File: src/rtl/fp_div_seq_pkg.sv
// rtl/fp_div_seq_pkg.sv - shared types and constants for the sequential FP divider
// Purpose: default format widths, bias helper, FSM state encoding, special
//          exponent constants, rounding mode, classification and flag structs.
// Ports:   none (package).
package fp_div_seq_pkg;

  localparam int NEXP_DEF = 11;
  localparam int NMAN_DEF = 52;

  function automatic int bias_of(input int nexp);
    return (1 << (nexp - 1)) - 1;
  endfunction

  typedef enum logic [1:0] {IDLE, DIV, RND, DONE} state_t;

  // Sliced down to the instance exponent width where used.
  localparam logic [31:0] EXP_INF_ALL  = '1;
  localparam logic [31:0] EXP_QNAN_ALL = '1;

  typedef enum logic [1:0] {RNE, RTZ, RDN, RUP} rnd_mode_t;
  localparam rnd_mode_t RND_MODE = RNE;

  typedef struct packed {
    logic nan;
    logic inf;
    logic zero;
    logic sub;
    logic norm;
  } fp_cls_t;

  typedef struct packed {
    logic nan;
    logic inf;
    logic zero;
    logic norm;
    logic dz;
    logic of;
    logic uf;
    logic nx;
  } fp_flags_t;

endpackage

File: src/rtl/fp_div_seq_if.sv
// rtl/fp_div_seq_if.sv - operand/result handshake bundle of the FP divider
// Purpose: groups the input (a, b) and output (q, flags) valid/ready channels.
// Ports:   master drives in_valid/a/b/out_ready; slave drives in_ready,
//          out_valid, q and the nan/inf/zero/norm/dz/of/uf/nx flags.
interface fp_div_seq_if #(
  parameter int NEXP = 11,
  parameter int NMAN = 52
);
  localparam int W = NEXP + NMAN + 1;

  logic         in_valid;
  logic         in_ready;
  logic [W-1:0] a;
  logic [W-1:0] b;
  logic         out_valid;
  logic         out_ready;
  logic [W-1:0] q;
  logic         nan;
  logic         inf;
  logic         zero;
  logic         norm;
  logic         dz;
  logic         of;
  logic         uf;
  logic         nx;

  modport master (
    output in_valid, a, b, out_ready,
    input  in_ready, out_valid, q, nan, inf, zero, norm, dz, of, uf, nx
  );

  modport slave (
    input  in_valid, a, b, out_ready,
    output in_ready, out_valid, q, nan, inf, zero, norm, dz, of, uf, nx
  );

endinterface

File: src/rtl/fp_class.sv
// rtl/fp_class.sv - IEEE-754 operand classifier
// Purpose: classifies an unsigned magnitude (exponent + fraction) as
//          nan/inf/zero/subnormal/normal.
// Ports:   xm  in  magnitude bits {exponent, fraction}
//          cls out one-hot class
module fp_class
  import fp_div_seq_pkg::*;
#(
  parameter int NEXP = NEXP_DEF,
  parameter int NMAN = NMAN_DEF
) (
  input  logic [NEXP+NMAN-1:0] xm,
  output fp_cls_t              cls
);

  logic [NEXP-1:0] e;
  logic [NMAN-1:0] f;

  assign e = xm[NEXP+NMAN-1:NMAN];
  assign f = xm[NMAN-1:0];

  always_comb begin
    cls      = '0;
    cls.nan  = (&e) & (|f);
    cls.inf  = (&e) & ~(|f);
    cls.zero = ~(|e) & ~(|f);
    cls.sub  = ~(|e) & (|f);
    cls.norm = (|e) & ~(&e);
  end

endmodule

File: src/rtl/fp_div_iter.sv
// rtl/fp_div_iter.sv - restoring division iteration, one quotient bit per clock
// Purpose: holds remainder, divisor, quotient and bit counter; produces QBITS
//          quotient bits of ma/mb after a start pulse.
// Ports:   start  in  load ma/mb and begin (one cycle)
//          ma, mb in  mantissas with hidden bit
//          done   out high during the cycle that computes the last bit
//          quo    out quotient, MSB = integer bit
//          rem_nz out final remainder is non-zero (sticky)
module fp_div_iter #(
  parameter int NMAN  = 52,
  parameter int QBITS = NMAN + 3
) (
  input  logic             clk,
  input  logic             rst_n,
  input  logic             start,
  input  logic [NMAN:0]    ma,
  input  logic [NMAN:0]    mb,
  output logic             done,
  output logic [QBITS-1:0] quo,
  output logic             rem_nz
);

  localparam int CW = $clog2(QBITS);
  localparam int RW = NMAN + 1;

  logic [NMAN+1:0] rem;
  logic [NMAN+1:0] rem_nx;
  logic [NMAN:0]   rem_sub;
  logic [NMAN:0]   mb_r;
  logic [CW-1:0]   cnt;
  logic            busy;
  logic            qbit;

  // rem < 2*mb always, so after a subtract the result fits in NMAN+1 bits
  // and the left shift cannot overflow the NMAN+2 bit register.
  always_comb begin
    qbit    = rem >= {1'b0, mb_r};
    rem_sub = RW'(rem - {1'b0, mb_r});
    rem_nx  = qbit ? {rem_sub, 1'b0} : {rem[NMAN:0], 1'b0};
  end

  assign done   = busy & (cnt == CW'(QBITS - 1));
  assign rem_nz = |rem;

  always_ff @(posedge clk or negedge rst_n) begin
    if (!rst_n) begin
      rem  <= '0;
      mb_r <= '0;
      quo  <= '0;
      cnt  <= '0;
      busy <= 1'b0;
    end else if (start) begin
      rem  <= {1'b0, ma};
      mb_r <= mb;
      quo  <= '0;
      cnt  <= '0;
      busy <= 1'b1;
    end else if (busy) begin
      rem <= rem_nx;
      quo <= {quo[QBITS-2:0], qbit};
      cnt <= cnt + CW'(1);
      if (done) busy <= 1'b0;
    end
  end

endmodule

File: src/rtl/fp_div_seq.sv
// rtl/fp_div_seq.sv - iterative IEEE-754 divider q = a / b with valid/ready
// Purpose: flush-to-zero operand classification, special-case resolution,
//          restoring mantissa division, round-to-nearest-even packing.
// Ports:   clk    in  clock
//          rst_n  in  asynchronous active-low reset
//          io     slave side of fp_div_seq_if (in_valid/in_ready/a/b,
//                 out_valid/out_ready/q and class/exception flags)
module fp_div_seq
  import fp_div_seq_pkg::*;
#(
  parameter int NEXP  = NEXP_DEF,
  parameter int NMAN  = NMAN_DEF,
  parameter int BIAS  = bias_of(NEXP),
  parameter int QBITS = NMAN + 3
) (
  input  logic         clk,
  input  logic         rst_n,
  fp_div_seq_if.slave  io
);

  localparam int W  = NEXP + NMAN + 1;
  localparam int EW = NEXP + 2;
  localparam logic [NEXP-1:0]      EXP_INF  = EXP_INF_ALL[NEXP-1:0];
  localparam logic [NEXP-1:0]      EXP_QNAN = EXP_QNAN_ALL[NEXP-1:0];
  localparam logic signed [EW-1:0] E_BIAS   = EW'(BIAS);
  localparam logic signed [EW-1:0] E_MAX    = EW'((1 << NEXP) - 1);
  localparam logic signed [EW-1:0] E_ZERO   = '0;

  state_t state, state_nx;
  logic   accept, start, it_done, rem_nz;
  logic [QBITS-1:0] quo;

  // Subnormals become zero before classification.
  logic [W-2:0] mag_a, mag_b;
  fp_cls_t      ca, cb;

  assign mag_a = (io.a[W-2:NMAN] == '0) ? '0 : io.a[W-2:0];
  assign mag_b = (io.b[W-2:NMAN] == '0) ? '0 : io.b[W-2:0];

  fp_class #(.NEXP(NEXP), .NMAN(NMAN)) u_cls_a (.xm(mag_a), .cls(ca));
  fp_class #(.NEXP(NEXP), .NMAN(NMAN)) u_cls_b (.xm(mag_b), .cls(cb));

  fp_div_iter #(.NMAN(NMAN), .QBITS(QBITS)) u_iter (
    .clk    (clk),
    .rst_n  (rst_n),
    .start  (start),
    .ma     ({1'b1, io.a[NMAN-1:0]}),
    .mb     ({1'b1, io.b[NMAN-1:0]}),
    .done   (it_done),
    .quo    (quo),
    .rem_nz (rem_nz)
  );

  // Special-case result, resolved at acceptance.
  logic         s_in, za, zb, sp_div;
  logic [W-1:0] sp_q;
  fp_flags_t    sp_f;

  always_comb begin
    s_in   = io.a[W-1] ^ io.b[W-1];
    za     = ca.zero | ca.sub;
    zb     = cb.zero | cb.sub;
    sp_div = 1'b0;
    sp_q   = '0;
    sp_f   = '0;
    if (ca.nan | cb.nan | (za & zb) | (ca.inf & cb.inf)) begin
      sp_q     = {1'b0, EXP_QNAN, 1'b1, {(NMAN-1){1'b0}}};
      sp_f.nan = 1'b1;
    end else if (ca.inf) begin
      sp_q     = {s_in, EXP_INF, {NMAN{1'b0}}};
      sp_f.inf = 1'b1;
    end else if (zb) begin
      sp_q     = {s_in, EXP_INF, {NMAN{1'b0}}};
      sp_f.inf = 1'b1;
      sp_f.dz  = 1'b1;
    end else if (!(ca.norm & cb.norm)) begin
      sp_q      = {s_in, {(W-1){1'b0}}};
      sp_f.zero = 1'b1;
    end else begin
      sp_div = 1'b1;
    end
  end

  // Normalise, round and pack the iteration result.
  logic                 sign_r;
  logic signed [EW-1:0] diff_r, e_pre, e_fin;
  logic [NMAN-1:0]      frac;
  logic [NMAN:0]        frac_r;
  logic                 g, r, rnd_up, inexact;
  logic [W-1:0]         rn_q;
  fp_flags_t            rn_f;

  always_comb begin
    // Quotient in [0.5, 2): integer bit clear means one extra left shift.
    if (quo[QBITS-1]) begin
      frac = quo[QBITS-2:2];
      g    = quo[1];
      r    = quo[0];
    end else begin
      frac = quo[QBITS-3:1];
      g    = quo[0];
      r    = 1'b0;
    end
    e_pre   = diff_r + E_BIAS - {{(EW-1){1'b0}}, ~quo[QBITS-1]};
    inexact = g | r | rem_nz;
    rnd_up  = (RND_MODE == RNE) ? (g & (r | rem_nz | frac[0])) : 1'b0;
    // Carry-out leaves frac_r[NMAN-1:0] = 0, i.e. mantissa 1.0 at e+1.
    frac_r  = {1'b0, frac} + {{NMAN{1'b0}}, rnd_up};
    e_fin   = e_pre + {{(EW-1){1'b0}}, frac_r[NMAN]};
    rn_q    = '0;
    rn_f    = '0;
    if (e_fin >= E_MAX) begin
      rn_q     = {sign_r, EXP_INF, {NMAN{1'b0}}};
      rn_f.inf = 1'b1;
      rn_f.of  = 1'b1;
      rn_f.nx  = 1'b1;
    end else if (e_fin <= E_ZERO) begin
      rn_q      = {sign_r, {(W-1){1'b0}}};
      rn_f.zero = 1'b1;
      rn_f.uf   = 1'b1;
      rn_f.nx   = 1'b1;
    end else begin
      rn_q      = {sign_r, e_fin[NEXP-1:0], frac_r[NMAN-1:0]};
      rn_f.norm = 1'b1;
      rn_f.nx   = inexact;
    end
  end

  // FSM: state register
  always_ff @(posedge clk or negedge rst_n) begin
    if (!rst_n) state <= IDLE;
    else        state <= state_nx;
  end

  // FSM: next state
  always_comb begin
    state_nx = state;
    case (state)
      IDLE: if (accept)       state_nx = sp_div ? DIV : DONE;
      DIV:  if (it_done)      state_nx = RND;
      RND:                    state_nx = DONE;
      DONE: if (io.out_ready) state_nx = IDLE;
      default:                state_nx = IDLE;
    endcase
  end

  // FSM: outputs
  always_comb begin
    io.in_ready  = (state == IDLE);
    io.out_valid = (state == DONE);
    accept       = (state == IDLE) & io.in_valid;
    start        = accept & sp_div;
  end

  logic [W-1:0] q_r;
  fp_flags_t    f_r;

  always_ff @(posedge clk or negedge rst_n) begin
    if (!rst_n) begin
      q_r    <= '0;
      f_r    <= '0;
      sign_r <= 1'b0;
      diff_r <= '0;
    end else if (accept) begin
      q_r    <= sp_q;
      f_r    <= sp_f;
      sign_r <= s_in;
      diff_r <= $signed({2'b00, io.a[W-2:NMAN]}) - $signed({2'b00, io.b[W-2:NMAN]});
    end else if (state == RND) begin
      q_r <= rn_q;
      f_r <= rn_f;
    end
  end

  assign io.q    = q_r;
  assign io.nan  = f_r.nan;
  assign io.inf  = f_r.inf;
  assign io.zero = f_r.zero;
  assign io.norm = f_r.norm;
  assign io.dz   = f_r.dz;
  assign io.of   = f_r.of;
  assign io.uf   = f_r.uf;
  assign io.nx   = f_r.nx;

endmodule

File: src/flat_wrapper.sv
// flat-port wrapper written by rule: the top's interface ports become plain ports
module fp_div_seq_flat import fp_div_seq_pkg::*;
#(
  parameter int NEXP  = NEXP_DEF,
  parameter int NMAN  = NMAN_DEF,
  parameter int BIAS  = bias_of(NEXP),
  parameter int QBITS = NMAN + 3
)
  (clk, rst_n, io_in_valid, io_a, io_b, io_out_ready, io_in_ready, io_out_valid, io_q, io_nan, io_inf, io_zero, io_norm, io_dz, io_of, io_uf, io_nx);
  fp_div_seq_if #(.NEXP(NEXP), .NMAN(NMAN)) io_i ();
  input  logic clk;
  input  logic rst_n;
  input wire logic [$bits(io_i.in_valid)-1:0] io_in_valid;
  input wire logic [$bits(io_i.a)-1:0] io_a;
  input wire logic [$bits(io_i.b)-1:0] io_b;
  input wire logic [$bits(io_i.out_ready)-1:0] io_out_ready;
  output wire logic [$bits(io_i.in_ready)-1:0] io_in_ready;
  output wire logic [$bits(io_i.out_valid)-1:0] io_out_valid;
  output wire logic [$bits(io_i.q)-1:0] io_q;
  output wire logic [$bits(io_i.nan)-1:0] io_nan;
  output wire logic [$bits(io_i.inf)-1:0] io_inf;
  output wire logic [$bits(io_i.zero)-1:0] io_zero;
  output wire logic [$bits(io_i.norm)-1:0] io_norm;
  output wire logic [$bits(io_i.dz)-1:0] io_dz;
  output wire logic [$bits(io_i.of)-1:0] io_of;
  output wire logic [$bits(io_i.uf)-1:0] io_uf;
  output wire logic [$bits(io_i.nx)-1:0] io_nx;
  assign io_i.in_valid = io_in_valid;
  assign io_i.a = io_a;
  assign io_i.b = io_b;
  assign io_i.out_ready = io_out_ready;
  assign io_in_ready = io_i.in_ready;
  assign io_out_valid = io_i.out_valid;
  assign io_q = io_i.q;
  assign io_nan = io_i.nan;
  assign io_inf = io_i.inf;
  assign io_zero = io_i.zero;
  assign io_norm = io_i.norm;
  assign io_dz = io_i.dz;
  assign io_of = io_i.of;
  assign io_uf = io_i.uf;
  assign io_nx = io_i.nx;
  fp_div_seq #(.NEXP(NEXP), .NMAN(NMAN), .BIAS(BIAS), .QBITS(QBITS)) u_core (.clk(clk), .rst_n(rst_n), .io(io_i));
endmodule
File: config.mk
export PLATFORM = sky130hd
export DESIGN_NAME = fp_div_seq_flat
export DESIGN_NICKNAME = d
export VERILOG_FILES = /design/src/rtl/fp_div_seq_pkg.sv /design/src/rtl/fp_div_seq_if.sv /design/src/rtl/fp_class.sv /design/src/rtl/fp_div_iter.sv /design/src/rtl/fp_div_seq.sv /design/src/flat_wrapper.sv
export SDC_FILE = /design/constraint.sdc
export NUM_CORES = 1
export LEC_CHECK = 0
export BUFFER_PORTS_ARGS = -buffer_cell sky130_fd_sc_hd__buf_4
export CAP_MARGIN = 30
export CELL_PAD_IN_SITES_DETAIL_PLACEMENT = 1
export CELL_PAD_IN_SITES_GLOBAL_PLACEMENT = 1
export CORE_UTILIZATION = 40
export DETAILED_ROUTE_END_ITERATION = 12
export PLACE_DENSITY = 0.78
export SLEW_MARGIN = 15
export SYNTH_ARGS = -nofsm -noshare
export SYNTH_HDL_FRONTEND = slang
export SYNTH_SLANG_ARGS = --single-unit
File: constraint.sdc
create_clock -name clk -period 15 [get_ports clk]
set_input_delay 0.75 -clock clk [delete_from_list [all_inputs] [get_ports clk]]
set_output_delay 0.75 -clock clk [all_outputs]
set_load 0.02 [all_outputs]
## Word-level counts from Yosys, hierarchy flattened

Index checks and enable logic that the tools add are counted.

| word-level totals | value |
|---|---|
| flip-flop bits (word level) | 257 |
| bits in latches | 0 |
| bits in writable memories | 0 |
| ROM bits | 0 |
| bits of input ports | 132 |
| logic and storage cells | 131 |
| memories kept | 0 |

| cells by class | value |
|---|---|
| add/subtract/negate cells | 7 |
| $mul | 0 |
| div/mod/pow operators | 0 |
| magnitude comparators | 3 |
| equality and inequality tests | 7 |
| shift-type cells | 0 |
| multiplexer cells | 50 |
| bitwise gates (word level) | 34 |
| reductions and logical operators | 13 |

Operator list:

| kind | number |
|---|---|
| $mux 64 | 6 |
| $mux 63 | 4 |
| $mux 54 | 3 |
| $mux 55 | 2 |
| $reduce_or 52->1 | 2 |
| $ge 54x53->1 | 1 |
| $reduce_or 54->1 | 1 |
| $add 52x1->53 | 1 |
| $sub 53x53->53 | 1 |
| $mux 52 | 1 |
| $mux 1 | 23 |
| $logic_not 11->1 | 2 |
| $reduce_and 11->1 | 2 |
| $reduce_or 11->1 | 2 |
| $and 1x1->1 | 17 |
| $mux 8 | 2 |
| $add 13x1->13 | 1 |
| $add 13x10->13 const B | 1 |
| $ge 13x12->1 const B | 1 |
| $le 13x1->1 const B | 1 |
| $sub 13x1->13 | 1 |
| $mux 2 | 6 |
| $mux 6 | 2 |
| $sub 11x11->12 | 1 |
| 13 further kinds | 30 |

## Depth between registers and ports, before layout

| logic depth | value |
|---|---|
| depth in word-level cells | 13 |
| gate-level depth with buffers | 35 |

## Cells and area by module

Synthesis repeated with hierarchy kept, for this count alone.

| unflattened totals | value |
|---|---|
| cell total of the unflattened synthesis | 2,254 |
| area, all modules | 18,599.1 µm² |

By module, submodules not included:

| module | times used | cells each | area an instance (µm²) | seq. area each (µm²) |
|---|---|---|---|---|
| fp_div_iter | 1 | 1,261 | 10,662.7 | 4,229.1 |
| fp_div_seq | 1 | 931 | 7,546.0 | 2,177.1 |
| fp_class | 2 | 31 | 195.2 | 0.0 |

## Least setup slack after synthesis

No wires, ideal clock.

| path | value |
|---|---|
| path type | reg2reg |
| start | reg u_core.u_iter.quo[54] |
| end | reg u_core.q_r[43], in the netlist u_core.io.q[43] |
| arrival | 7.891 ns |
| setup slack | 6.988 ns |
| cell stages (with the launch flop) | 36 |
| path buffers | 10 |
| path through | dfrtp_1 > buf_6 > buf_6 > buf_4 > clkbuf_1 > buf_1 > clkbuf_1 > buf_2 > nand2_1 > a21boi_0 > ha_1 > nand2_1 > or4_1 > nor3_4 > nand2_2 > or4_4 > buf_6 > a2111oi_4 > nand2_1 > nor3_1 > fa_1 > ha_1 > inv_1 > fa_1 > nor2b_1 > o21ai_0 > a21boi_0 > o31a_1 > o21a_1 > xor2_1 > or4_1 > and3b_1 > and3_1 > clkbuf_1 > clkbuf_1 > a32o_1 |

| between the ends | value |
|---|---|
| longest elaborated chain between the ends | 11 |
| elaborated cells on any way between the ends | 16 |

RTL lines:

| item | RTL line | source |
|---|---|---|
| from (decl) | fp_div_iter.sv:19 | `output logic [QBITS-1:0] quo,` |
| from (signal assigned) | fp_div_iter.sv:60 | `quo <= {quo[QBITS-2:0], qbit};` |
| $mux 1 | fp_div_seq.sv:95 | `if (quo[QBITS-1]) begin` |
| $or 1x1->1 (2 in a row) | fp_div_seq.sv:106 | `rnd_up = (RND_MODE == RNE) ? (g & (r \| rem_nz \| frac[0])) : 1'b0;` |
| $and 1x1->1 | fp_div_seq.sv:106 |  |
| $add 52x1->53 | fp_div_seq.sv:108 | `frac_r = {1'b0, frac} + {{NMAN{1'b0}}, rnd_up};` |
| $add 13x1->13 | fp_div_seq.sv:109 | `e_fin = e_pre + {{(EW-1){1'b0}}, frac_r[NMAN]};` |
| $le 13x1->1 | fp_div_seq.sv:117 | `end else if (e_fin <= E_ZERO) begin` |
| $mux 63 | fp_div_seq.sv:117 |  |
| $mux 63 (*) | fp_div_seq.sv:112 | `if (e_fin >= E_MAX) begin` |
| $mux 64 (*) | fp_div_seq.sv:169 | `end else if (state == RND) begin` |
| $mux 64 (*) | fp_div_seq.sv:164 | `end else if (accept) begin` |
| to (signal assigned) | fp_div_seq.sv:165 | `q_r <= sp_q;` |
| to (signal assigned) | fp_div_seq.sv:170 | `q_r <= rn_q;` |
| to (decl) | fp_div_seq.sv:155 | `logic [W-1:0] q_r;` |

Every way passes the cells marked *; elsewhere a longest branch is shown, timed or not. The select of a mux whose other input is x is not followed.
A chain may end at the register's enable or synchronous reset.

## Worst setup path in the final report

| path | value |
|---|---|
| start | reg u_core.u_iter.quo[54] |
| end | reg u_core.q_r[51], in the netlist u_core.io.q[51] |

Same word-level chain as after synthesis.

==> metrics.txt <==
result of the run=finished clean; total of cells resized after clock tree synthesis=0; Die Ht=212 um; remaining global-route overflow=0; final wirelength=56.5 mm; vias in the first global route=17100; critical path buffer and inverter count=3; Inserted Clock Buffers=30; maximum level of the CTS H-tree=1; number of sinks handled by clock tree synthesis=256; synthesis-to-layout area growth=16.5%; Setup Buffers After CTS=0; internal reg-to-reg setup slack=7.24 ns; reg-to-reg endpoint=u_core.io.q[51]; family with the most delay on the worst path=simple AND/OR/NAND/NOR gates; number of cells on the worst reg-to-reg path=24; Antenna Cells=0; setup repair after global routing missed its margin=no; count of input and output buffers=205; startpoint of the worst setup timing path=u_core.u_iter.quo[54]; Mean Syn Cell Area=8.49 um^2; f_max=129 MHz; DIE WIDTH=212 um; ratio of routed vias to standard cells=5.70; DP HPWL=41.9 mm; critical path arrival=8.22 ns; final RePlAce weighted congestion=0.898; root buffer selected by CTS=sky130_fd_sc_hd__clkbuf_16; transition time of the tightest slew-check pin=between 1 and 1.5 ns; highest-count cells in the layout ignoring fill and taps=sky130_fd_sc_hd__dfrtp_1, sky130_fd_sc_hd__nand2_1, sky130_fd_sc_hd__buf_4; critical path, cell by cell=buf_4, mux2i_1, or4b_4, nor3_4, nand2_2, or4_4, a2111oi_4, nand2_1, nor3_1, fa_1, ha_1, inv_1, fa_1, nor2b_1, o21ai_0, a21boi_0, o31a_1, o21a_1, xor2_1, or4_1, and3b_1, and3_2, buf_4, a221o_1; endpoints failing setup=0; cell leakage power=9.62 nW; delay of the slowest cell on the worst path=0.72 ns; share of synthesized flip-flops with an asynchronous set or reset=100%; hold buffer count at cts=0; Detail Route Antenna Nets=0; Max rail drop VDD=0.118 mV; clock tree from TritonCTS=built; layout cells sized above 1=13.6%; area of the core=0.0433 mm^2; power density over the cells=237 mW/mm^2; end point of the critical path=u_core.io.q[51]; CTS clock-pin slew for the worst setup and hold paths=0.06 ns; latest clock arrival within the worst-skew pair=between 0.5 and 0.6 ns; Total Neg Setup Slack=0 ns; most frequent standard cell in the layout excluding fill and tap cells=sky130_fd_sc_hd__dfrtp_1; number of antenna violations at the first check in global routing=0; All-Layer GR Usage=25.4%; first-pass iteration count of the detailed router=5; sequential element share of the synthesized area=36.3%; startpoint type of the worst setup path=flip-flop; die area=0.0449 mm^2; initial cell density of the core=40.8%; top cell type's share of synthesized area=~36%; flip-flop cell with the highest count after synthesis=sky130_fd_sc_hd__dfrtp_1; maximum number of pins on one net before global-route repair=158; post-route clock period utilization=approximately half; path length in cells of the critical path=24; average detailed-routed wire length per instance=20.1 um; headroom to the max-slew limit=27.9%; number of max-cap violations=0; Cell Rows=76; number of distinct standard cells referenced by the synthesized netlist=between 70 and 80; Placed Instances=2747; maximum fanout along the worst path=73; area leader, netlist=sky130_fd_sc_hd__dfrtp_1; shortest clock period the worst path allows after layout=7.76 ns; Nets=2412; Mapped Cells=2078; clk_skew=0.0173 ns; CP Class=reg -> reg; number of ports placed on the die boundary=206; wire length of the first global-routing pass=91.2 mm; net count of the mapped netlist=2295; DRC violation count after routing=0; Synth Cell Area=approximately 0.018 mm^2; Final Hold Viols=0; startpoint of the worst register-to-register path=u_core.u_iter.quo[54]; cell at the slowest stage of the critical path=sky130_fd_sc_hd__buf_4; class of the most critical hold timing path=in -> async; number of warnings reported in the yosys synthesis log=0; total of flip-flops plus latches after synthesis=256; iteration-0 DRC count of the detailed router=875; Vias=around 16000; buffer levels on the longest clock path=3; endpoint class of the critical path=flip-flop; final max-slew violation count=0; Post-synth EDFFs=0; Data required, critical path=~15 ns; number of inserted filler cells in the final layout=5112; final cell count without fillers=2804; ranking of synthesized cells by area=sky130_fd_sc_hd__dfrtp_1, sky130_fd_sc_hd__mux2i_1, sky130_fd_sc_hd__ha_1, sky130_fd_sc_hd__o21ai_0, sky130_fd_sc_hd__nand2_1
## how the worst min path moves through the flow
stage	start	slack, ns	to
2_1_floorplan	u_core.u_iter.mb_r[52]	0.42	u_core.u_iter.mb_r[52]
3_3_place_gp	u_core.u_iter.mb_r[52]	0.43	u_core.u_iter.mb_r[52]
3_5_place_dp	u_core.u_iter.mb_r[52]	0.44	u_core.u_iter.mb_r[52]
4_1_cts	rst_n	0.21	u_core.u_iter.mb_r[22]
5_1_grt	rst_n	0.21	u_core.u_iter.mb_r[22]
6_report	rst_n	0.17	u_core.u_iter.mb_r[22]
## per-stage QoR
stage / setup slack, ns / instance area (um^2) / hold WS [ns] / total power [mW] / utilization (%)
global placement: 7.50 / 19500 / 0.433 / 3.97 / 45.1
finish: 7.24 / 20600 / 0.169 / 4.87 / 47.5
detailed placement: 7.29 / 19500 / 0.441 / 4.07 / 45.1
CTS: 7.26 / 20600 / 0.207 / 4.88 / 47.5
global route: 6.82 / 20600 / 0.214 / 5.27 / 47.5
floorplan: 6.99 / 17600 / 0.418 / 3.26 / -
## layout make-up
class	instances	area (um^2)	area share, %
Clock inverter	15	171	0.834
Timing Repair Buffer	221	1680	8.16
Multi-Input combinational cell	1556	10200	49.7
Clock buffer	41	852	4.14
Inverter	130	488	2.37
Sequential cell	256	6410	31.2
Tap cell	585	732	3.56
## worst reg2reg max path, delay by kind of cell (launching register included)
| family | cells | cell delay (ns) |
|---|---|---|
| and+or+nand+nor | 10 | 3.16 |
| buffers and inverters | 3 | 1.07 |
| xor gates and xnor gates | 1 | 0.10 |
| muxes | 1 | 0.40 |
| DFF | 1 | 0.55 |
| AOI/OAI and AO/OA | 6 | 1.61 |
| adders and majority gates | 3 | 0.77 |
## per-layer routing
metal  vias to the layer above  part of all wire (%)  track usage [%]  wire length (um)
met5                         -                     0                0                 0
met4                         0                   4.2             10.4              2400
met3                       113                   3.9             3.19              2180
met2                       321                    48             43.7             27000
met1                      7941                    44             32.1             24900
li1                       7605                     -                -                 -
## power by group
part	leakage, nW	total [mW]	switching [mW]	internal [mW]
clock	0.508	0.759	0.310	0.449
sequential	3.29	1.12	0.198	0.924
combinational	5.83	2.99	1.81	1.17
## kinds of logic (layout without fill, tap and decap cells)
kind of cell | Yosys count | in the layout | share of synthesized area, %
flip-flops | 256 | 256 | 36.3
buffers and inverters | 266 | 407 | 5.90
AO/OA/AOI/OAI | 560 | 560 | 20.2
multiplexers | 124 | 124 | 7.06
adder cells (fa/ha/maj) | 85 | 85 | 6.20
AND/OR/NAND/NOR | 657 | 657 | 17.8
XOR/XNOR | 130 | 130 | 6.45
## cells in the mapped netlist (13+ instances only)
master	n
sky130_fd_sc_hd__nand3_1	46
sky130_fd_sc_hd__inv_1	129
sky130_fd_sc_hd__nor2b_1	20
sky130_fd_sc_hd__xor2_1	65
sky130_fd_sc_hd__xnor2_1	65
sky130_fd_sc_hd__nand2_1	221
sky130_fd_sc_hd__a211oi_1	15
sky130_fd_sc_hd__a21oi_1	126
sky130_fd_sc_hd__or3_1	13
sky130_fd_sc_hd__o21a_1	14
sky130_fd_sc_hd__nor4_1	52
sky130_fd_sc_hd__a22o_1	47
sky130_fd_sc_hd__clkbuf_1	110
sky130_fd_sc_hd__a21o_1	51
sky130_fd_sc_hd__ha_1	81
sky130_fd_sc_hd__o21bai_1	15
sky130_fd_sc_hd__nor2_1	162
sky130_fd_sc_hd__dfrtp_1	256
sky130_fd_sc_hd__nand4_1	41
sky130_fd_sc_hd__o21ai_0	193
sky130_fd_sc_hd__mux2i_1	121
sky130_fd_sc_hd__nor3_1	31
## flip-flops by register name, indices dropped and copies added (netlist names), 2 cells and up
signal,count
u_core.diff_r,12
u_core.u_iter.quo,55
u_core.u_iter.mb_r,53
u_core.io.q,64
u_core.u_iter.cnt,6
u_core.state,2
u_core.u_iter.rem,54
Note: power is estimated with default switching activity, not from simulation.
